File: config.mk
export PLATFORM = sky130hd
export DESIGN_NAME = iq_mixer_rx_pipe
export DESIGN_NICKNAME = d
export VERILOG_FILES = /design/src/rtl/iq_mixer_rx_pkg.sv /design/src/rtl/iq_mixer_rx_join_fifo.sv /design/src/rtl/iq_mixer_rx_pipe.sv
export SDC_FILE = /design/constraint.sdc
export NUM_CORES = 2
export LEC_CHECK = 0
export CORE_ASPECT_RATIO = 0.5
export CORE_MARGIN = 10
export CORE_UTILIZATION = 60
export CTS_CLUSTER_SIZE = 28
export DETAILED_ROUTE_END_ITERATION = 7
export GPL_TIMING_DRIVEN = 0
export PLACE_DENSITY = 0.78
export RECOVER_POWER = 50
export SLEW_MARGIN = 20
export SYNTH_ARGS = -nofsm -noshare
export SYNTH_HDL_FRONTEND = slang
export SYNTH_SLANG_ARGS = --single-unit
File: constraint.sdc
create_clock -name axis_aclk -period 7.7 [get_ports axis_aclk]
set_input_delay 1.155 -clock axis_aclk [delete_from_list [all_inputs] [get_ports axis_aclk]]
set_output_delay 1.155 -clock axis_aclk [all_outputs]
set_load 0.01 [all_outputs]
File: src/rtl/iq_mixer_rx_pkg.sv
// iq_mixer_rx_pkg: shared widths, DDS beat layout and clamp helper for the IQ receive mixer
package iq_mixer_rx_pkg;
  localparam int DATA_W_D = 16;
  localparam int DDS_W_D = 16;
  localparam int OUT_W_D = 16;
  typedef logic signed [DATA_W_D-1:0] sample_t;
  typedef logic signed [DDS_W_D-1:0] dds_t;
  typedef struct packed {
    dds_t sin;
    dds_t cos;
  } dds_beat_t;
  typedef logic signed [DATA_W_D+DDS_W_D:0] prod_t;
  typedef logic signed [OUT_W_D-1:0] out_t;
  function automatic logic signed [63:0] saturate(input logic signed [63:0] v, input int w);
    logic signed [63:0] hi, lo;
    hi = (64'sd1 <<< (w - 1)) - 64'sd1;
    lo = -hi - 64'sd1;
    return v > hi ? hi : v < lo ? lo : v;
  endfunction
endpackage

File: src/rtl/iq_mixer_rx_join_fifo.sv
// iq_mixer_rx_join_fifo: show-ahead synchronous FIFO holding one input stream until its partner arrives
module iq_mixer_rx_join_fifo #(
  parameter int W = 8,
  parameter int DEPTH = 4
) (
  input  logic         clk,
  input  logic         rst,
  input  logic         push,
  input  logic [W-1:0] din,
  input  logic         pop,
  output logic [W-1:0] dout,
  output logic         full,
  output logic         empty
);
  localparam int AW = $clog2(DEPTH);
  logic [W-1:0] mem [DEPTH];
  logic [AW:0] wp, rp;
  assign empty = wp == rp;
  assign full = (wp ^ rp) == {1'b1, {AW{1'b0}}};
  assign dout = mem[rp[AW-1:0]];
  always_ff @(posedge clk or posedge rst)
    if (rst) begin
      wp <= '0;
      rp <= '0;
    end else begin
      if (push && !full) wp <= wp + (AW+1)'(1);
      if (pop && !empty) rp <= rp + (AW+1)'(1);
    end
  always_ff @(posedge clk)
    if (push && !full) mem[wp[AW-1:0]] <= din;
endmodule

File: src/rtl/iq_mixer_rx_pipe.sv
// iq_mixer_rx_pipe: joins sample and DDS streams, mixes to I/Q with gain shift; IQ_MIXER_RX_SAT_EN selects clamping over wrap
module iq_mixer_rx_pipe import iq_mixer_rx_pkg::*; #(
  parameter int DATA_W = DATA_W_D,
  parameter int DDS_W = DDS_W_D,
  parameter int OUT_W = OUT_W_D,
  parameter int FIFO_DEPTH = 4,
  parameter int GAIN_W = 3
) (
  input  logic                axis_aclk,
  input  logic                axis_areset,
  input  logic [DATA_W-1:0]   s_axis_tdata,
  input  logic                s_axis_tvalid,
  output logic                s_axis_tready,
  input  logic [2*DDS_W-1:0]  s_axis_dds_tdata,
  input  logic                s_axis_dds_tvalid,
  output logic                s_axis_dds_tready,
  output logic [OUT_W-1:0]    m_axis_real_tdata,
  output logic [OUT_W-1:0]    m_axis_imag_tdata,
  output logic                m_axis_real_tvalid,
  output logic                m_axis_imag_tvalid,
  input  logic                m_axis_tready,
  input  logic [GAIN_W-1:0]   i_gain_shift,
  output logic                o_sat
);
  localparam int PW = DATA_W + DDS_W + 1;
  localparam int SW = PW + (1 << GAIN_W) - 1;
  logic rdy_en, x_full, x_empty, d_full, d_empty, en, pop, v1, v2, out_v;
  logic [DATA_W-1:0] x_q;
  logic [2*DDS_W-1:0] d_q;
  logic signed [DATA_W-1:0] x1;
  logic signed [DDS_W-1:0] c1, s1;
  logic [GAIN_W-1:0] g1, g2;
  logic signed [PW-1:0] pr2, pi2;
  logic signed [SW-1:0] sr, si;
  // ready is held low until the first edge after reset releases
  assign s_axis_tready = rdy_en && !x_full;
  assign s_axis_dds_tready = rdy_en && !d_full;
  assign en = !(out_v && !m_axis_tready);
  assign pop = en && !x_empty && !d_empty;
  assign m_axis_real_tvalid = out_v;
  assign m_axis_imag_tvalid = out_v;
  assign sr = (SW'(pr2) <<< g2) >>> (DDS_W - 1);
  assign si = (SW'(pi2) <<< g2) >>> (DDS_W - 1);
  iq_mixer_rx_join_fifo #(.W(DATA_W), .DEPTH(FIFO_DEPTH)) u_x_fifo (
    .clk(axis_aclk), .rst(axis_areset), .push(s_axis_tvalid && s_axis_tready),
    .din(s_axis_tdata), .pop(pop), .dout(x_q), .full(x_full), .empty(x_empty)
  );
  iq_mixer_rx_join_fifo #(.W(2*DDS_W), .DEPTH(FIFO_DEPTH)) u_d_fifo (
    .clk(axis_aclk), .rst(axis_areset), .push(s_axis_dds_tvalid && s_axis_dds_tready),
    .din(s_axis_dds_tdata), .pop(pop), .dout(d_q), .full(d_full), .empty(d_empty)
  );
`ifdef IQ_MIXER_RX_SAT_EN
  logic signed [63:0] cr, ci;
  assign cr = saturate(64'(sr), OUT_W);
  assign ci = saturate(64'(si), OUT_W);
  always_ff @(posedge axis_aclk or posedge axis_areset)
    if (axis_areset) o_sat <= 1'b0;
    else if (en && v2 && (cr != 64'(sr) || ci != 64'(si))) o_sat <= 1'b1;
`else
  assign o_sat = 1'b0;
`endif
  always_ff @(posedge axis_aclk or posedge axis_areset)
    if (axis_areset) begin
      rdy_en <= 1'b0;
      v1 <= 1'b0;
      v2 <= 1'b0;
      out_v <= 1'b0;
      x1 <= '0;
      c1 <= '0;
      s1 <= '0;
      g1 <= '0;
      g2 <= '0;
      pr2 <= '0;
      pi2 <= '0;
      m_axis_real_tdata <= '0;
      m_axis_imag_tdata <= '0;
    end else begin
      rdy_en <= 1'b1;
      if (en) begin
        v1 <= pop;
        x1 <= x_q;
        c1 <= d_q[DDS_W-1:0];
        s1 <= d_q[2*DDS_W-1:DDS_W];
        g1 <= i_gain_shift;
        v2 <= v1;
        pr2 <= PW'(x1) * PW'(c1);
        pi2 <= -(PW'(x1) * PW'(s1));
        g2 <= g1;
        out_v <= v2;
`ifdef IQ_MIXER_RX_SAT_EN
        m_axis_real_tdata <= OUT_W'(cr);
        m_axis_imag_tdata <= OUT_W'(ci);
`else
        m_axis_real_tdata <= OUT_W'(sr);
        m_axis_imag_tdata <= OUT_W'(si);
`endif
      end
    end
endmodule

==> report_table.html <==
<table>
<tr><th>Metric</th><th>Value</th></tr>
<tr><th colspan="2">Status</th></tr>
<tr><td>Status</td><td>complete, but fails checks</td></tr>
<tr><td>Failing checks</td><td>max-capacitance violations, max-slew violations</td></tr>
<tr><th colspan="2">Yosys</th></tr>
<tr><td>Syn nets</td><td>3713</td></tr>
<tr><td>Register area share after synthesis</td><td>0.292</td></tr>
<tr><td>Total number of yosys warnings</td><td>0</td></tr>
<tr><td>Ys flop type</td><td>edfxtp_1</td></tr>
<tr><td>Gate Count Post-Synth</td><td>2967</td></tr>
<tr><td>Count of flip-flops with a built-in enable after synthesis</td><td>192</td></tr>
<tr><td>Netlist Area Pre-Place</td><td>32400 um2</td></tr>
<tr><td>Fraction of registers with async set or reset after synthesis</td><td>0.435</td></tr>
<tr><td>Post-synthesis sequential element count</td><td>340</td></tr>
<tr><td>Avg Inst Size Synth</td><td>10.9 um2</td></tr>
<tr><td>Number of distinct library cells after synthesis</td><td>59</td></tr>
<tr><th colspan="2">Die</th></tr>
<tr><td>Die footprint</td><td>64200 um2</td></tr>
<tr><td>Die height</td><td>184 um</td></tr>
<tr><td>Area of the core</td><td>53500 um2</td></tr>
<tr><td>Top-level port count</td><td>93</td></tr>
<tr><td>Die width</td><td>349 um</td></tr>
<tr><td>Initial Util</td><td>0.605</td></tr>
<tr><td>Site row count</td><td>60</td></tr>
<tr><th colspan="2">Finish</th></tr>
<tr><td>Fin util</td><td>0.662</td></tr>
<tr><td>Final Instance Count excl. Fillers</td><td>3834</td></tr>
<tr><td>Area growth from synthesis to layout</td><td>9.38%</td></tr>
<tr><td>Share of layout cells above drive strength 1</td><td>0.0539</td></tr>
<tr><td>Final-stage net count</td><td>3839</td></tr>
<tr><td>Fill count</td><td>4047</td></tr>
<tr><th colspan="2">Placement</th></tr>
<tr><td>Setup Slack @ Placement</td><td>-0.367 ns</td></tr>
<tr><td>Total instance count after detailed placement</td><td>3776</td></tr>
<tr><td>Routability cong.</td><td>0.972</td></tr>
<tr><td>Half-perimeter wire length after detailed placement</td><td>70.1 mm</td></tr>
<tr><td>Number of port buffers</td><td>91</td></tr>
<tr><th colspan="2">STA</th></tr>
<tr><td>Final setup viols</td><td>0</td></tr>
<tr><td>Part of the cycle the worst path needs</td><td>0.978</td></tr>
<tr><td>Highest achievable clock rate</td><td>133 MHz</td></tr>
<tr><td>Period minus WS final</td><td>7.53 ns</td></tr>
<tr><td>Worst-case setup margin in the final layout</td><td>0.173 ns</td></tr>
<tr><td>Hold violation total from the final report</td><td>0</td></tr>
<tr><td>Worst slew margin relative to its limit</td><td>-0.774</td></tr>
<tr><td>Measured slew at the worst slew-check pin</td><td>2.65 ns</td></tr>
<tr><td>Max-slew violation count</td><td>151</td></tr>
<tr><td>Layout Skew</td><td>0.0603 ns</td></tr>
<tr><td>RSZ-0062 raised after global routing</td><td>false</td></tr>
<tr><th colspan="2">Critical path</th></tr>
<tr><td>Data required time at the worst endpoint</td><td>8.23 ns</td></tr>
<tr><td>Crit-path max FO</td><td>10</td></tr>
<tr><td>Kind of start point of the critical path</td><td>flip-flop</td></tr>
<tr><td>Data arrival time at the worst-slack endpoint</td><td>8.06 ns</td></tr>
<tr><td>CP Class</td><td>reg -&gt; reg</td></tr>
<tr><td>Endpoint class of the critical path</td><td>flip-flop</td></tr>
<tr><th colspan="2">GRT</th></tr>
<tr><td>Vias in the first global route</td><td>23600</td></tr>
<tr><td>Sum of overflow across all layers after global routing</td><td>0</td></tr>
<tr><td>GRT Resource Usage Total</td><td>0.280</td></tr>
<tr><td>Initial antenna violation count</td><td>7</td></tr>
<tr><td>Wire length of the first global-routing pass</td><td>137 mm</td></tr>
<tr><td>Pin count of the biggest net entering global routing</td><td>89</td></tr>
<tr><th colspan="2">CTS</th></tr>
<tr><td>Total CTS buffers</td><td>31</td></tr>
<tr><td>CTS tree</td><td>built</td></tr>
<tr><td>Hold-fix buffer count after cts</td><td>0</td></tr>
<tr><td>Clock sink total</td><td>340</td></tr>
<tr><td>H-Tree Depth</td><td>1</td></tr>
<tr><td>Worst-Skew Late Latency</td><td>0.66 ns</td></tr>
<tr><td>Maximum number of buffers from clock root to sink</td><td>3</td></tr>
<tr><td>Cell at the root of the clock tree</td><td>clkbuf_16</td></tr>
<tr><td>Register clock-pin slew on the reported worst setup and hold paths</td><td>0.08 ns</td></tr>
<tr><th colspan="2">Detailed routing</th></tr>
<tr><td>Routed length per placed instance</td><td>22.8 um</td></tr>
<tr><td>Vias</td><td>22000</td></tr>
<tr><td>Via count normalized by instance count</td><td>5.74</td></tr>
<tr><td>First-pass iteration count of the detailed router</td><td>8</td></tr>
<tr><td>Drt drc</td><td>0</td></tr>
<tr><td>1st-iter DRT viols</td><td>2138</td></tr>
<tr><td>Total wire length</td><td>87.5 mm</td></tr>
<tr><td>Antenna-violating nets left</td><td>0</td></tr>
<tr><th colspan="2">Run</th></tr>
<tr><td>Number of max-capacitance violations reported</td><td>2</td></tr>
<tr><th colspan="2">Hold path</th></tr>
<tr><td>Worst Hold Class</td><td>reg -&gt; reg</td></tr>
</table>
-- flip-flops by register name, summed over array words and instances, names as in the netlist, 16 cells and up --
register and count:
pi2 23, pr2 23, m_axis_imag_tdata 16, s1 16, u_d_fifo.mem 128, c1 16
x1 16, u_x_fifo.mem 64, m_axis_real_tdata 16
-- cells in the mapped netlist (18+ instances only) --
| library cell | number | share of area |
|---|---|---|
| buf_1 | 18 | 0.0021 |
| xor2_1 | 31 | 0.0084 |
| dfrtp_1 | 148 | 0.11 |
| ha_1 | 184 | 0.071 |
| inv_1 | 547 | 0.063 |
| fa_1 | 506 | 0.31 |
| nor2_1 | 66 | 0.0077 |
| clkbuf_1 | 124 | 0.014 |
| edfxtp_1 | 192 | 0.18 |
| nand2_1 | 481 | 0.056 |
| a21oi_1 | 64 | 0.0099 |
| o21ai_0 | 50 | 0.0077 |
| mux2i_1 | 65 | 0.020 |
| mux4_2 | 61 | 0.042 |
| and2_1 | 228 | 0.044 |
| nor2b_1 | 25 | 0.0048 |
| xnor2_1 | 48 | 0.013 |
-- metrics by stage --
| step | hold slack, ns | setup TNS [ns] | cell area (um2) |
|---|---|---|---|
| 2_1_floorplan | 0.430 | 0 | 32400 |
| 3_3_place_gp | 0.447 | -0.334 | 34200 |
| 3_5_place_dp | 0.468 | -0.875 | 34300 |
| 4_1_cts | 0.486 | 0 | 35400 |
| 5_1_grt | 0.497 | 0 | 35400 |
| 6_report | 0.479 | 0 | 35400 |
-- cell type report --
type	count	area, um2	share of cell area
diodes	3	7.51	0.000212
plain buffers	142	577	0.0163
clock buffers	36	815	0.0230
clock inverters	22	254	0.00717
inverters	548	2060	0.0581
multi-input cells	1934	20300	0.574
flip-flops and latches	340	9470	0.267
well taps	713	892	0.0252
repair buffers	96	1030	0.0290
-- what timing repair did --
action / CTS / global route
buffers inserted: 0 / 0
endpoints found under the setup margin: 5 / 7
gates resized for setup: 2 / 55
gates cloned: 0 / 0
-- path summary, 6_finish.rpt --
kind	from	end	slack (ns)	depth (start not counted)
setup reg to reg	c1[4]$_DFFE_PP0N_	pr2[27]$_DFFE_PP0N_	0.17	22
max in group asynchronous	axis_areset	s1[0]$_DFFE_PP0N_	2.63	3
hold / removal	m_axis_imag_tdata[5]$_DFFE_PP0N_	m_axis_imag_tdata[5]$_DFFE_PP0N_	0.48	2
hold reg to reg	m_axis_imag_tdata[5]$_DFFE_PP0N_	m_axis_imag_tdata[5]$_DFFE_PP0N_	0.48	2
min in group asynchronous	axis_areset	m_axis_imag_tdata[9]$_DFFE_PP0N_	1.70	2
setup / recovery	c1[4]$_DFFE_PP0N_	pr2[27]$_DFFE_PP0N_	0.17	22
-- worst max-delay path, stage by stage, from the launching register on --
cell and delay, ns:
dfrtp_1 0.60, clkbuf_1 0.60, nand2_1 0.17, fa_1 0.52
fa_1 0.49, inv_1 0.05, fa_1 0.49, inv_1 0.05
fa_1 0.55, fa_1 0.43, fa_1 0.49, inv_1 0.04
ha_1 0.31, a21oi_1 0.21, o211ai_1 0.11, o21ai_0 0.13
o21ai_0 0.16, o2111a_1 0.29, o31a_1 0.38, or4_1 0.46
a31o_1 0.27, a211oi_1 0.47, o21ai_1 0.13
-- logic make-up (layout without fill, tap and decap cells) --
kind of cell    count (synthesis)  after routing  share of synthesized area
buf+inv                       693            844                     0.0806
fa+ha+maj                     690            690                      0.384
flops                         340            340                      0.292
compound gates                177            177                     0.0342
other cells                     2              5                   0.000232
xor+xnor                       79             79                     0.0214
mux                           132            132                     0.0646
simple gates                  854            854                      0.123
-- per-layer routing --
metal / up-vias / wire [um] / GRT usage
li1: 9456 / - / -
met1: 11300 / 35000 / 0.374
met2: 1116 / 38900 / 0.438
met3: 185 / 11100 / 0.100
met4: 6 / 2420 / 0.0663
met5: - / 40 / 0
-- layout by cell type, fill, tap and decap left out, drive strengths merged, types with 31 or more instances in the layout --
cell type,n
nor2,66
inv,549
nand2,481
mux4,61
o21ai,53
fa,506
dfrtp,148
clkbuf,158
xor2,31
ha,184
dlygate4sd3,57
edfxtp,192
xnor2,48
a21oi,64
clkdlybuf4s50,34
and2,229
mux2i,65
Power is left out: the tool's default activity adds up to more than one toggle a clock period on the data nets, which glitch-free logic cannot reach.
